--- config.mk ---
export PLATFORM = sky130hd
export DESIGN_NAME = cache_arbiter
export DESIGN_NICKNAME = d
export VERILOG_FILES = /design/src/rtl/cache_arbiter.sv
export SDC_FILE = /design/constraint.sdc
export NUM_CORES = 1
export LEC_CHECK = 0
export CORE_AREA = 2 2 536 538
export CTS_CLUSTER_DIAMETER = 50
export DETAILED_ROUTE_END_ITERATION = 8
export DIE_AREA = 0 0 538 540
export PLACE_DENSITY_LB_ADDON = 0.25
export SYNTH_ARGS = -nofsm -noshare
export SYNTH_HDL_FRONTEND = slang
export SYNTH_SLANG_ARGS = --single-unit
export TNS_END_PERCENT = 50
--- constraint.sdc ---
create_clock -name clk -period 4 [get_ports clk]
set_clock_uncertainty 0.1 [all_clocks]
set_input_delay 0.8 -clock clk [delete_from_list [all_inputs] [get_ports clk]]
set_output_delay 0.8 -clock clk [all_outputs]
set_load 0.1 [all_outputs]
--- src/rtl/cache_arbiter.sv ---
// Two-way physical-memory arbiter between the L1 I-cache (read-only) and L1 D-cache (read/write).
// The winning request is captured into registers and held until the downstream answers.
module cache_arbiter #(
  parameter int ADDR_WIDTH = 32,
  parameter int LINE_WIDTH = 256
) (
  input  logic                  clk,
  input  logic                  rst,

  input  logic [ADDR_WIDTH-1:0] i_pmem_address,
  input  logic                  i_pmem_read,
  output logic [LINE_WIDTH-1:0] i_pmem_rdata,
  output logic                  i_pmem_resp,

  input  logic [ADDR_WIDTH-1:0] d_pmem_address,
  input  logic                  d_pmem_read,
  input  logic                  d_pmem_write,
  input  logic [LINE_WIDTH-1:0] d_pmem_wdata,
  output logic [LINE_WIDTH-1:0] d_pmem_rdata,
  output logic                  d_pmem_resp,

  output logic [ADDR_WIDTH-1:0] pmem_address,
  output logic                  pmem_read,
  output logic                  pmem_write,
  output logic [LINE_WIDTH-1:0] pmem_wdata,
  input  logic [LINE_WIDTH-1:0] pmem_rdata,
  input  logic                  pmem_resp,

  output logic                  arb_busy,
  output logic                  arb_grant_d
);

  typedef enum logic [1:0] {
    IDLE    = 2'd0,
    SERVE_I = 2'd1,
    SERVE_D = 2'd2
  } state_e;

  state_e                  state_q;
  logic                    lastGrantD_q;
  logic [ADDR_WIDTH-1:0]   pmemAddress_q;
  logic                    pmemRead_q;
  logic                    pmemWrite_q;
  logic [LINE_WIDTH-1:0]   pmemWdata_q;

  logic iReq;
  logic dReq;
  logic grantD_d;

  // On a tie the requester that did not win last time gets the port.
  always_comb begin
    iReq     = i_pmem_read;
    dReq     = d_pmem_read | d_pmem_write;
    grantD_d = dReq & (~iReq | ~lastGrantD_q);
  end

  always_ff @(posedge clk) begin
    if (!rst) begin
      state_q       <= IDLE;
      lastGrantD_q  <= 1'b1;
      pmemAddress_q <= '0;
      pmemRead_q    <= 1'b0;
      pmemWrite_q   <= 1'b0;
      pmemWdata_q   <= '0;
    end else begin
      unique case (state_q)
        IDLE: begin
          if (iReq || dReq) begin
            lastGrantD_q <= grantD_d;
            if (grantD_d) begin
              state_q       <= SERVE_D;
              pmemAddress_q <= d_pmem_address;
              pmemWrite_q   <= d_pmem_write;
              pmemRead_q    <= ~d_pmem_write;
              pmemWdata_q   <= d_pmem_wdata;
            end else begin
              state_q       <= SERVE_I;
              pmemAddress_q <= i_pmem_address;
              pmemRead_q    <= 1'b1;
              pmemWrite_q   <= 1'b0;
            end
          end
        end
        SERVE_I, SERVE_D: begin
          // Returning to IDLE for one cycle keeps a stale request from being re-granted.
          if (pmem_resp) begin
            state_q     <= IDLE;
            pmemRead_q  <= 1'b0;
            pmemWrite_q <= 1'b0;
          end
        end
        default: begin
          state_q     <= IDLE;
          pmemRead_q  <= 1'b0;
          pmemWrite_q <= 1'b0;
        end
      endcase
    end
  end

  assign pmem_address = pmemAddress_q;
  assign pmem_read    = pmemRead_q;
  assign pmem_write   = pmemWrite_q;
  assign pmem_wdata   = pmemWdata_q;

  assign i_pmem_rdata = pmem_rdata;
  assign d_pmem_rdata = pmem_rdata;
  assign i_pmem_resp  = rst & pmem_resp & (state_q == SERVE_I);
  assign d_pmem_resp  = rst & pmem_resp & (state_q == SERVE_D);

  assign arb_busy     = (state_q != IDLE);
  assign arb_grant_d  = lastGrantD_q;

endmodule

## Word level (Yosys, flattened, before mapping)

Index checks and enable logic that the tools add are counted.

- Register bits after elaboration: 293
- Bits of input ports: 582
- Logic and storage cells: 38

- Equality and inequality tests: 4
- Multiplexer cells: 12
- Bitwise operators: 9
- Reductions and logical operators: 7

Operator list:

| kind | count |
|---|---|
| 32-bit 2-to-1 mux | 1 |
| 2-bit 2-to-1 mux | 3 |
| 1-bit 2-to-1 mux | 5 |
| 1-bit AND | 4 |
| 2-bit inequality test, second input constant | 2 |
| 1-bit case mux with 2 select lines | 2 |
| 2-bit case mux with 2 select lines | 1 |
| 2-bit AND reduction | 2 |
| 1-bit inverter | 3 |
| 3-bit AND reduction | 1 |
| 2-bit by 1-bit equality test with 1-bit output, second input constant | 1 |
| 2-bit equality test, second input constant | 1 |
| 2-bit zero test | 1 |
| 1-bit OR | 2 |
| 2-bit nonzero test | 1 |
| 2-bit OR reduction | 1 |
| 1-bit logical OR | 1 |

## Logic depth before layout (Yosys ltp)

- Word-level depth: 6
- Depth in mapped cells: 8
- Depth with buffers taken out: 5

## Worst setup path after synthesis

Ideal clock, no wire load.

- Path type: flip-flop to output port
- Start point: register state_q[0]
- End point: output port arb_busy
- Data arrival time: 1.910 ns
- Data required time: 3.100 ns
- Path slack: 1.190 ns
- Cell stages (with the launch flop): 7
- Buffers on the path: 3
- Path through: dfxtp_1 > inv_1 > ha_1 > buf_2 > inv_2 > buf_2 > clkbuf_1

- Cells in the longest elaborated chain, start to end: 1

RTL lines:

| what | line | text |
|---|---|---|
| start, declared | 39 | `state_e state_q;` |
| start signal, assigned | 59 | `state_q <= IDLE;` |
| start signal, assigned | 71 | `state_q <= SERVE_D;` |
| start signal, assigned | 77 | `state_q <= SERVE_I;` |
| 2-bit nonzero test | 111 | `assign arb_busy = (state_q != IDLE);` |
| end, declared | 29 | `output logic arb_busy,` |

No other way between the ends.

## Worst setup path after layout

- Start point: register pmemWdata_q[35] (netlist: pmem_wdata[35])
- End point: output port pmem_wdata[35]

RTL lines:

| what | line | text |
|---|---|---|
| start, declared | 44 | `logic [LINE_WIDTH-1:0] pmemWdata_q;` |
| start signal, assigned | 75 | `pmemWdata_q <= d_pmem_wdata;` |
| end, declared | 25 | `output logic [LINE_WIDTH-1:0] pmem_wdata,` |

No word-level cell between the ends.

==> results.yml <==
drt:
  antenna_left: 0
  wl_um: 148000
  vias: 14300
  drc: 0
  wl_per_cell_um: 25.7
  initialDrtViolationCount: 740
  vias_per_cell: 2.48
  dr.pass1.iters: 4
grt:
  grt_max_degree: 142
  grt_pass1_vias: 14700
  grt_use_total_pct: 9.80
  antenna_found_initial: 45
  grt_pass1_wl_um: 181000
  grt-ovfl-total: 0
setup_path:
  cp-end-kind: "primary output"
  timing_worst_setup_path_type: "register to primary output"
  cp_slowest_cell: "clkdlybuf4s50_1"
  startpoint: "pmem_wdata[35]"
  r2r-start: "state_q[0]"
  cp_cell_sequence: "clkdlybuf4s50_1"
  cp.required_ns: 3.10
  reg2reg_depth: 6
  crit_family: "buffers and inverters"
  cp-start-kind: "register"
  max_stage_delay_ns: 1.20
  cp_max_fo: 2
  crit_buf_inv: 1
  crit_arrival_ns: 2.46
  crit_cells: 1
logic_synthesis:
  ys_ff_latch: 293
  yosys.area.top_type_share_pct: 38.1
  syn_nets: 2474
  ys.flop_type: "dfxtp_1"
  synth.distinct_cells: 28
  syn-mean-instance-area_um2: 8.15
  yosys.area.top_type: "dfxtp_1"
  synth_seq_area_share_pct: 38.1
  synthesis.area_mm2: 0.0154
  post-synth-top-count-cell: "buf_4"
  ys_top_cells_by_area: "dfxtp_1 38%, buf_4 25%, o21ai_0 9.4%"
  synth_common_cells: "517 x buf_4, 293 x dfxtp_1, 289 x o21ai_0, 237 x nand3_1, 236 x a21oi_1"
  async_reset_ff_share_pct: 0
  synth_cells: 1889
  yosysWarnings: 0
  synth-edff-count: 0
floorplan:
  ioPinCount: 1388
  die_w_um: 538
  die_h_um: 540
  core_mm2: 0.284
  start_util_pct: 5.41
  die_area_mm2: 0.291
  rows: 196
timing:
  max_clock_freq_mhz: 297
  fin_crit_sh_pct: 84.0
  fin_setup_tns_ns: 0
  worstMarginPinSlew_ns: 1.14
  slew_headroom_pct: 23.6
  hold_viol: 0
  setup_violations: 0
  slew_violations: 0
  period_needed_ns: 3.36
  grt_setup_unrepaired: "no"
final_layout:
  final_nets: 2530
  finish.cell_count_without_fillers: 5771
  area_delta_synth_final_pct: 58.3
  drive_above_1_share_pct: 18.9
  final_cell_area_mm2: 0.0244
pwr:
  power.density_mw_per_mm2: 697
  ir_drop_mv: 0.441
  p_leak_nw: 7.75
  total_power_mw: 17.0
clocking:
  htreeDepth: 3
  clk_latency_ns: 0.74
  post_cts_buffers: 0
  cts_tree: "built"
  numCtsBuffers: 77
  clk_pin_slew_ns: 0.05
  cts_resized: 0
  clock-root-buffer: "clkbuf_16"
  ctsHoldBuffers: 0
  cts_buffer_depth: 4
  clock_sink_count: 293
placement:
  post-dp-hpwl_um: 123000
  io_buffers: 619
  gp_congestion: 0.823
  dpl_cell_area_mm2: 0.0216
  dp.cells: 5628
flow_run:
  drv_cap: 0
hold_path:
  hold_path_class: "register to register"
  hold_path.startpoint: "pmem_wdata[188]"
  whs_path_depth: 2
status:
  status: "finished, final reports clean"
## cells in the final DEF, fill, tap and decap left out, drive strengths merged
master         instances
a21boi                 1
a31oi                 32
clkinvlp               7
bufinv                17
clkbuf                91
o32ai                  3
o2bb2ai                1
nand2b                 1
a2bb2oi                1
clkdlybuf4s50        447
diode                  9
ha                     3
o31a                   1
clkinv                17
inv                    8
a21bo                  1
nand3                257
buf                  199
nor3                   1
nand2                 71
o21ai                289
o22ai                  1
dfxtp                293
a21oi                256
and3                   2
## metal layers
metal | share of wire [%] | up-vias | global-route usage [%]
met3 | 23 | 497 | 10.1
met1 | 30 | 6638 | 8.46
li1 | - | 6095 | -
met4 | 6.3 | 26 | 5.61
met5 | 0.30 | - | 0.799
met2 | 41 | 1030 | 14.0
## final timing paths
kind | end | slack (ns)
setup / recovery | pmem_wdata[35] | 0.64
hold / removal | pmem_wdata[188] | 0.37
setup reg to reg | pmem_address[2] | 1.49
hold reg to reg | pmem_wdata[188] | 0.37
## power by group
part / leakage (nW) / total [mW] / switching [mW] / internal [mW]
logic: 4.00 / 6.41 / 5.12 / 1.29
registers: 2.41 / 3.56 / 0.226 / 3.33
clock network: 1.34 / 7.03 / 2.26 / 4.77
## through the flow
stage	utilization, %	setup WS [ns]	hold WS, ns
detailed placement	7.59	0.786	0.367
global route	8.56	0.595	0.390
floorplan	-	1.19	0.405
CTS	8.56	0.618	0.374
global placement	7.59	0.784	0.361
finish	8.57	0.638	0.372
## flip-flops by register name (all words and copies together) (netlist names)
signal and cells:
pmem_wdata 256, pmem_address 32, state_q 2, arb_grant_d 1
pmem_read 1, pmem_write 1
## kinds of logic after synthesis
kind of cell	synth area share, %
simple gates	10.9
buf+inv	30.6
flops	38.1
fa+ha+maj	0.244
compound gates	20.2
## final cells by class
| type | instances | area, um2 |
|---|---|---|
| Clock buffer | 89 | 2060 |
| Sequential cell | 293 | 5870 |
| Clock inverter | 45 | 709 |
| Tap cell | 3762 | 4710 |
| Antenna cell | 9 | 22.5 |
| Fill cell | 33200 | 260000 |
| Inverter | 4 | 30.0 |
| Timing Repair Buffer | 648 | 6140 |
| Multi-Input combinational cell | 921 | 4840 |
Note: power is estimated with default switching activity, not from simulation.
